<file path="config.mk">
export PLATFORM = sky130hd
export DESIGN_NAME = load_buffer
export DESIGN_NICKNAME = d
export VERILOG_FILES = /design/src/rtl/load_buffer.sv
export SDC_FILE = /design/constraint.sdc
export NUM_CORES = 1
export LEC_CHECK = 0
export ABC_AREA = 1
export ABC_CLOCK_PERIOD_IN_PS = 13540
export CORE_MARGIN = 4
export CORE_UTILIZATION = 30
export DETAILED_ROUTE_END_ITERATION = 8
export SLEW_MARGIN = 20
export SYNTH_ARGS = -nofsm -noshare
export SYNTH_HDL_FRONTEND = slang
export SYNTH_SLANG_ARGS = --single-unit
</file>
<file path="constraint.sdc">
create_clock -name clock -period 13.54 [get_ports clock]
set_input_delay 2.031 -clock clock [delete_from_list [all_inputs] [get_ports clock]]
set_output_delay 2.031 -clock clock [all_outputs]
set_load 0.03 [all_outputs]
</file>
<file path="src/rtl/load_buffer.sv">
// -----------------------------------------------------------------------------
// load_buffer
//   In-order load queue between address calculation and data memory. Loads are
//   held in a circular FIFO. The head entry issues one word-aligned memory read
//   at a time. Byte and half loads are extracted and sign/zero-extended, then
//   the result is offered on the CDB until it is granted. A branch kill squashes
//   the speculative tail of the queue, including a head load already in flight.
//   A branch resolve clears every speculative flag.
//
// Ports
//   clock, reset           clock; synchronous active-high reset
//   lb_packet_in           incoming load (LB_PACKET), enqueued when .valid
//   kill / resolve         branch mispredict / branch correct
//   lb_full                queue full, upstream must stall
//   mem_req_valid/_addr    read request (word aligned); mem_req_ready accepts it
//   mem_resp_valid/_data   read response
//   load_result            CDB packet (EX_WR_PACKET); cdb_grant accepts it
//
// Optional: define LB_PERF_EN to add the 32-bit counters lb_loads_done and
//   lb_loads_killed.
// -----------------------------------------------------------------------------
package lb_pkg;
  localparam int unsigned XLEN  = 32;
  localparam int unsigned TAG_W = 5;

  typedef struct packed {
    logic            valid;
    logic [XLEN-1:0] address;
    logic [TAG_W-1:0] rd_tag;
    logic [2:0]      mem_size;
    logic [XLEN-1:0] NPC;
    logic [XLEN-1:0] inst;
    logic            speculative;
  } LB_PACKET;

  typedef struct packed {
    logic            valid;
    logic [XLEN-1:0] value;
    logic [TAG_W-1:0] rob_tag;
    logic [XLEN-1:0] NPC;
    logic [XLEN-1:0] inst;
    logic            speculative;
  } EX_WR_PACKET;
endpackage

module load_buffer
  import lb_pkg::*;
#(
  parameter int unsigned LB_DEPTH = 4
) (
  input  logic            clock,
  input  logic            reset,
  input  LB_PACKET        lb_packet_in,
  input  logic            kill,
  input  logic            resolve,
  output logic            lb_full,
  output logic            mem_req_valid,
  output logic [XLEN-1:0] mem_req_addr,
  input  logic            mem_req_ready,
  input  logic            mem_resp_valid,
  input  logic [XLEN-1:0] mem_resp_data,
  output EX_WR_PACKET     load_result,
  input  logic            cdb_grant
`ifdef LB_PERF_EN
  ,
  output logic [31:0]     lb_loads_done,
  output logic [31:0]     lb_loads_killed
`endif
);
  localparam int unsigned PW = $clog2(LB_DEPTH);
  localparam int unsigned CW = $clog2(LB_DEPTH + 1);

  typedef struct packed {
    logic [XLEN-1:0]  address;
    logic [TAG_W-1:0] rd_tag;
    logic [2:0]       mem_size;
    logic [XLEN-1:0]  npc;
    logic [XLEN-1:0]  inst;
    logic             speculative;
  } entry_t;

  typedef enum logic [1:0] {IDLE, REQ, WAIT, WB} state_e;

  entry_t          entry_q [LB_DEPTH];
  logic [PW-1:0]   head_q, tail_q;
  logic [CW-1:0]   count_q;
  state_e          state_q;
  logic            drop_q;
  logic [XLEN-1:0] value_q;

  entry_t          head_e;
  logic            head_kill, pop, enq;
  logic [CW-1:0]   keep, base, count_d;
  logic [PW-1:0]   head_d, wr_idx, idx;
  logic [XLEN-1:0] extracted;

  function automatic logic [XLEN-1:0] extract(input logic [XLEN-1:0] w,
                                               input logic [1:0] off,
                                               input logic [2:0] sz);
    logic [7:0]  b;
    logic [15:0] h;
    b = 8'(w >> {off, 3'b000});
    h = off[1] ? w[31:16] : w[15:0];
    case (sz)
      3'b000:  return {{24{b[7]}}, b};
      3'b001:  return {{16{h[15]}}, h};
      3'b100:  return {24'b0, b};
      3'b101:  return {16'b0, h};
      default: return w;
    endcase
  endfunction

  always_comb begin
    head_e    = entry_q[head_q];
    head_kill = kill && (count_q != '0) && head_e.speculative;
    pop       = (state_q == WB) && cdb_grant && !head_kill;
    // Speculative entries are a contiguous suffix, so the survivors of a kill
    // are exactly the non-speculative occupied entries counted from the head.
    keep = '0;
    idx  = '0;
    for (int unsigned i = 0; i < LB_DEPTH; i++) begin
      idx = head_q + PW'(i);
      if ((CW'(i) < count_q) && !entry_q[idx].speculative)
        keep = keep + CW'(1);
    end
    base      = kill ? (keep - CW'(pop)) : (count_q - CW'(pop));
    enq       = lb_packet_in.valid && !lb_full && !(kill && lb_packet_in.speculative);
    head_d    = head_q + PW'(pop);
    // On a kill the tail is rebuilt from the surviving count.
    wr_idx    = kill ? (head_d + PW'(base)) : tail_q;
    count_d   = base + CW'(enq);
    extracted = extract(mem_resp_data, head_e.address[1:0], head_e.mem_size);
  end

  assign lb_full       = (count_q == CW'(LB_DEPTH));
  assign mem_req_valid = (state_q == REQ);
  assign mem_req_addr  = (state_q == REQ) ? {head_e.address[XLEN-1:2], 2'b00} : '0;

  always_comb begin
    load_result = '0;
    if (state_q == WB) begin
      load_result.valid       = 1'b1;
      load_result.value       = value_q;
      load_result.rob_tag     = head_e.rd_tag;
      load_result.NPC         = head_e.npc;
      load_result.inst        = head_e.inst;
      load_result.speculative = head_e.speculative && !resolve;
    end
  end

  always_ff @(posedge clock) begin
    if (reset) begin
      for (int unsigned i = 0; i < LB_DEPTH; i++) entry_q[i] <= '0;
      head_q  <= '0;
      tail_q  <= '0;
      count_q <= '0;
      state_q <= IDLE;
      drop_q  <= 1'b0;
      value_q <= '0;
    end else begin
      if (resolve && !kill)
        for (int unsigned i = 0; i < LB_DEPTH; i++) entry_q[i].speculative <= 1'b0;
      if (enq)
        entry_q[wr_idx] <= entry_t'{address:     lb_packet_in.address,
                                    rd_tag:      lb_packet_in.rd_tag,
                                    mem_size:    lb_packet_in.mem_size,
                                    npc:         lb_packet_in.NPC,
                                    inst:        lb_packet_in.inst,
                                    speculative: lb_packet_in.speculative && !resolve};
      head_q  <= head_d;
      tail_q  <= wr_idx + PW'(enq);
      count_q <= count_d;

      // A killed head is removed by the count truncation above; drop_q only
      // remembers that one outstanding response must be swallowed.
      case (state_q)
        IDLE: if ((count_q != '0) && !head_kill) state_q <= REQ;
        REQ: begin
          if (head_kill) begin
            if (mem_req_ready) begin
              drop_q  <= 1'b1;
              state_q <= WAIT;
            end else begin
              state_q <= IDLE;
            end
          end else if (mem_req_ready) begin
            state_q <= WAIT;
          end
        end
        WAIT: begin
          if (mem_resp_valid) begin
            if (drop_q) begin
              drop_q  <= 1'b0;
              state_q <= IDLE;
            end else if (head_kill) begin
              state_q <= IDLE;
            end else begin
              value_q <= extracted;
              state_q <= WB;
            end
          end else if (head_kill) begin
            drop_q <= 1'b1;
          end
        end
        WB: if (head_kill || cdb_grant) state_q <= IDLE;
        default: state_q <= IDLE;
      endcase
    end
  end

`ifdef LB_PERF_EN
  always_ff @(posedge clock) begin
    if (reset) begin
      lb_loads_done   <= '0;
      lb_loads_killed <= '0;
    end else begin
      if (pop)  lb_loads_done   <= lb_loads_done + 32'd1;
      if (kill) lb_loads_killed <= lb_loads_killed + 32'(count_q - keep);
    end
  end
`endif

endmodule

</file>
==> results.cfg <==
[synth]
ys.flop_type = edfxtp_1
netlist_instances = 1922
synth.most_common_cell = nor2_1
yosysTopAreaCell = edfxtp_1
synth_top_area_share = 0.620
synth_warnings = 0
ys_top_cells_by_count = nor2_1, edfxtp_1, inv_1, a22oi_1, nand2_1
synth_cell_types = 33
synth.avg_cell_area_um2 = 10.6
ys_async_sr_fraction = 0
synthTopCellsByArea = edfxtp_1, nor2_1, a22oi_1
synth_edf_count = 420
yosysSeqAreaShare = 0.662
ys_ff_latch = 462
syn-cell-area_um2 = 20300

[setup_path]
crit_fanout = 55
cp-start-kind = primary input
worstRegToRegCells = 24
critPathLaunch = kill
critPathKind = in2reg
reg2reg_to = entry_q[0][77]
end_kind = flop
crit_required_ps = 13750
worstSetupEndpoint = entry_q[0][77]
r2r_start = head_q[0]
ff2ff_setup_slack_ps = 7200
cp.arrival_ps = 6710

[detailed_routing]
routedWlPerCell_um = 19.9
drc = 0
drt_iter0_drc = 1449
avgViaCountPerCell = 4.97
firstDrtPassIters = 6
wl_um = 61100
vias = 15200
ant_nets = 0

[timing]
fin_ws_ps = 7040
hold_viol = 0
min_period_ps = 6500
fin_skew_ps = 11.0
slew_headroom = 0.232
slew_viol_final = 0
rsz0062_at_grt = no
fmax_mhz = 154
finalSetupViolCount = 0
worstMarginPinSlew_ps = 1150
period_share = 0.480
tns_ps = 0

[clock_network]
cts_buffers = 52
cts_setup_buffers = 0
clk_path_buf_depth = 3
cts_tree = built
h-tree-depth = 2
cts_resized = 0
clkLatencyLatePin_ps = 590
cts_root_buffer = clkbuf_16
clkTransAtPathRegs_ps = 60
clock_sinks = 462
hold_buffers = 0

[die]
num_rows = 95
num_io_pins = 282
fp.dieH_um = 268
start_util = 0.303
core-area_um2 = 67200
die_width_um = 268
die_area_um2 = 72000

[global_routing]
grt_start_max_net_pins = 85
antenna_found_initial = 2
grt_pass1_wl_um = 92200
grt_pass1_vias = 15300
track_usage = 0.166
overflow = 0

[placed_design]
port-buffer-count = 279
place.gp.congestion = 0.880
place_area_um2 = 23800
dp_slack_ps = 6370
dpl.hpwl_um = 36600

[layout]
nets = 2306
area_growth_pct = 25.7
fin_area_um2 = 25600
drive_above_1_share = 0.0538

[status]
status = complete, no violations

[run]
cap_viol_max_count = 0

[power_and_ir_drop]
power_density_nw_per_um2 = 146
p_leak_nw = 9.83
ir_worst_vdd_mv = 0.0877

[hold_path]
min_path_type = reg2reg
## worst max-delay path, stage by stage
cell and delay (ps):
clkdlybuf4s50_1 710, nand4_1 280, inv_1 170, nor2_1 100, ha_1 210, ha_1 310
inv_1 90, nor2_1 70, nor3_1 160, nand3b_1 180, nand2_1 100, nor2_1 320
nand2_4 390, nand2_4 740, buf_4 770
## sequential cells by signal, summed over array words and instances (netlist names)
signal / flops
value_q: 32
drop_q: 1
tail_q: 2
head_q: 2
entry_q: 420
count_q: 3
state_q: 2
## per-layer routing
metal  vias to the layer above  GRT usage  wire [µm]
li1                       7053          -          -
met1                      7545      0.235      27100
met2                       562      0.268      28300
met3                        85     0.0294       4570
met4                         0     0.0369       1150
met5                         -          0          0
## placed cells by master (no fill, tap or decap), types with 6 or more instances in the layout
cell / synthesis / final
clkbuf_16: 0 / 52
nand3_1: 24 / 24
nand2_1: 152 / 147
clkbuf_1: 71 / 17
clkinv_1: 0 / 9
a22oi_1: 200 / 200
edfxtp_1: 420 / 420
dfxtp_1: 42 / 42
o21ai_0: 56 / 56
inv_1: 215 / 215
clkinv_2: 0 / 6
o21ai_1: 12 / 12
nand2_4: 0 / 7
ha_1: 9 / 9
clkdlybuf4s50_1: 0 / 279
bufinv_16: 0 / 6
buf_4: 10 / 15
nor2_1: 485 / 485
a21oi_1: 141 / 141
## per-stage QoR
stage	total power, W	utilization	hold slack (ps)	instances
floorplan	0.00214	-	445	1923
global placement	0.00235	0.354	457	2968
detailed placement	0.00236	0.354	460	2968
CTS	0.00376	0.379	469	3064
global route	0.00389	0.380	507	3068
finish	0.00373	0.381	465	3070
## worst min-delay path by stage
stage / cells past startpoint / startpoint / slack, ps / to
after global placement: 2 / value_q[7] / 460 / value_q[7]
after floorplan: 2 / value_q[7] / 450 / value_q[7]
final: 2 / value_q[7] / 470 / value_q[7]
after detailed placement: 2 / value_q[7] / 460 / value_q[7]
after global routing: 2 / drop_q / 510 / drop_q
after CTS: 2 / value_q[7] / 470 / value_q[7]
## final cells by class
class / count / area [µm²]
Antenna cell: 3 / 7.51
Clock buffer: 69 / 1370
Clock inverter: 27 / 302
Fill cell: 6488 / 41600
Inverter: 221 / 837
Multi-Input combinational cell: 1116 / 5500
Sequential cell: 462 / 13500
Tap cell: 873 / 1090
Timing Repair Buffer: 299 / 3000
## cells by family (layout without fill, tap and decap cells)
group                      Yosys count  in the layout  share of synthesized area
AOI/OAI and AO/OA                  418            418                      0.129
xor gates and xnor gates             2              2                   0.000862
adders and majority gates            9              9                    0.00554
buffers and inverters              345            616                     0.0712
DFF                                462            462                      0.662
other                                1              5                   0.000184
and+or+nand+nor                    685            685                      0.132
## where the power goes
group          total [W]  switching (W)  internal [W]
Clock            0.00139       0.000571      0.000823
Combinational   0.000584       0.000398      0.000185
Sequential       0.00175      0.0000417       0.00171
Total            0.00373        0.00101       0.00272
No activity file was read; power rests on OpenSTA's default activity.
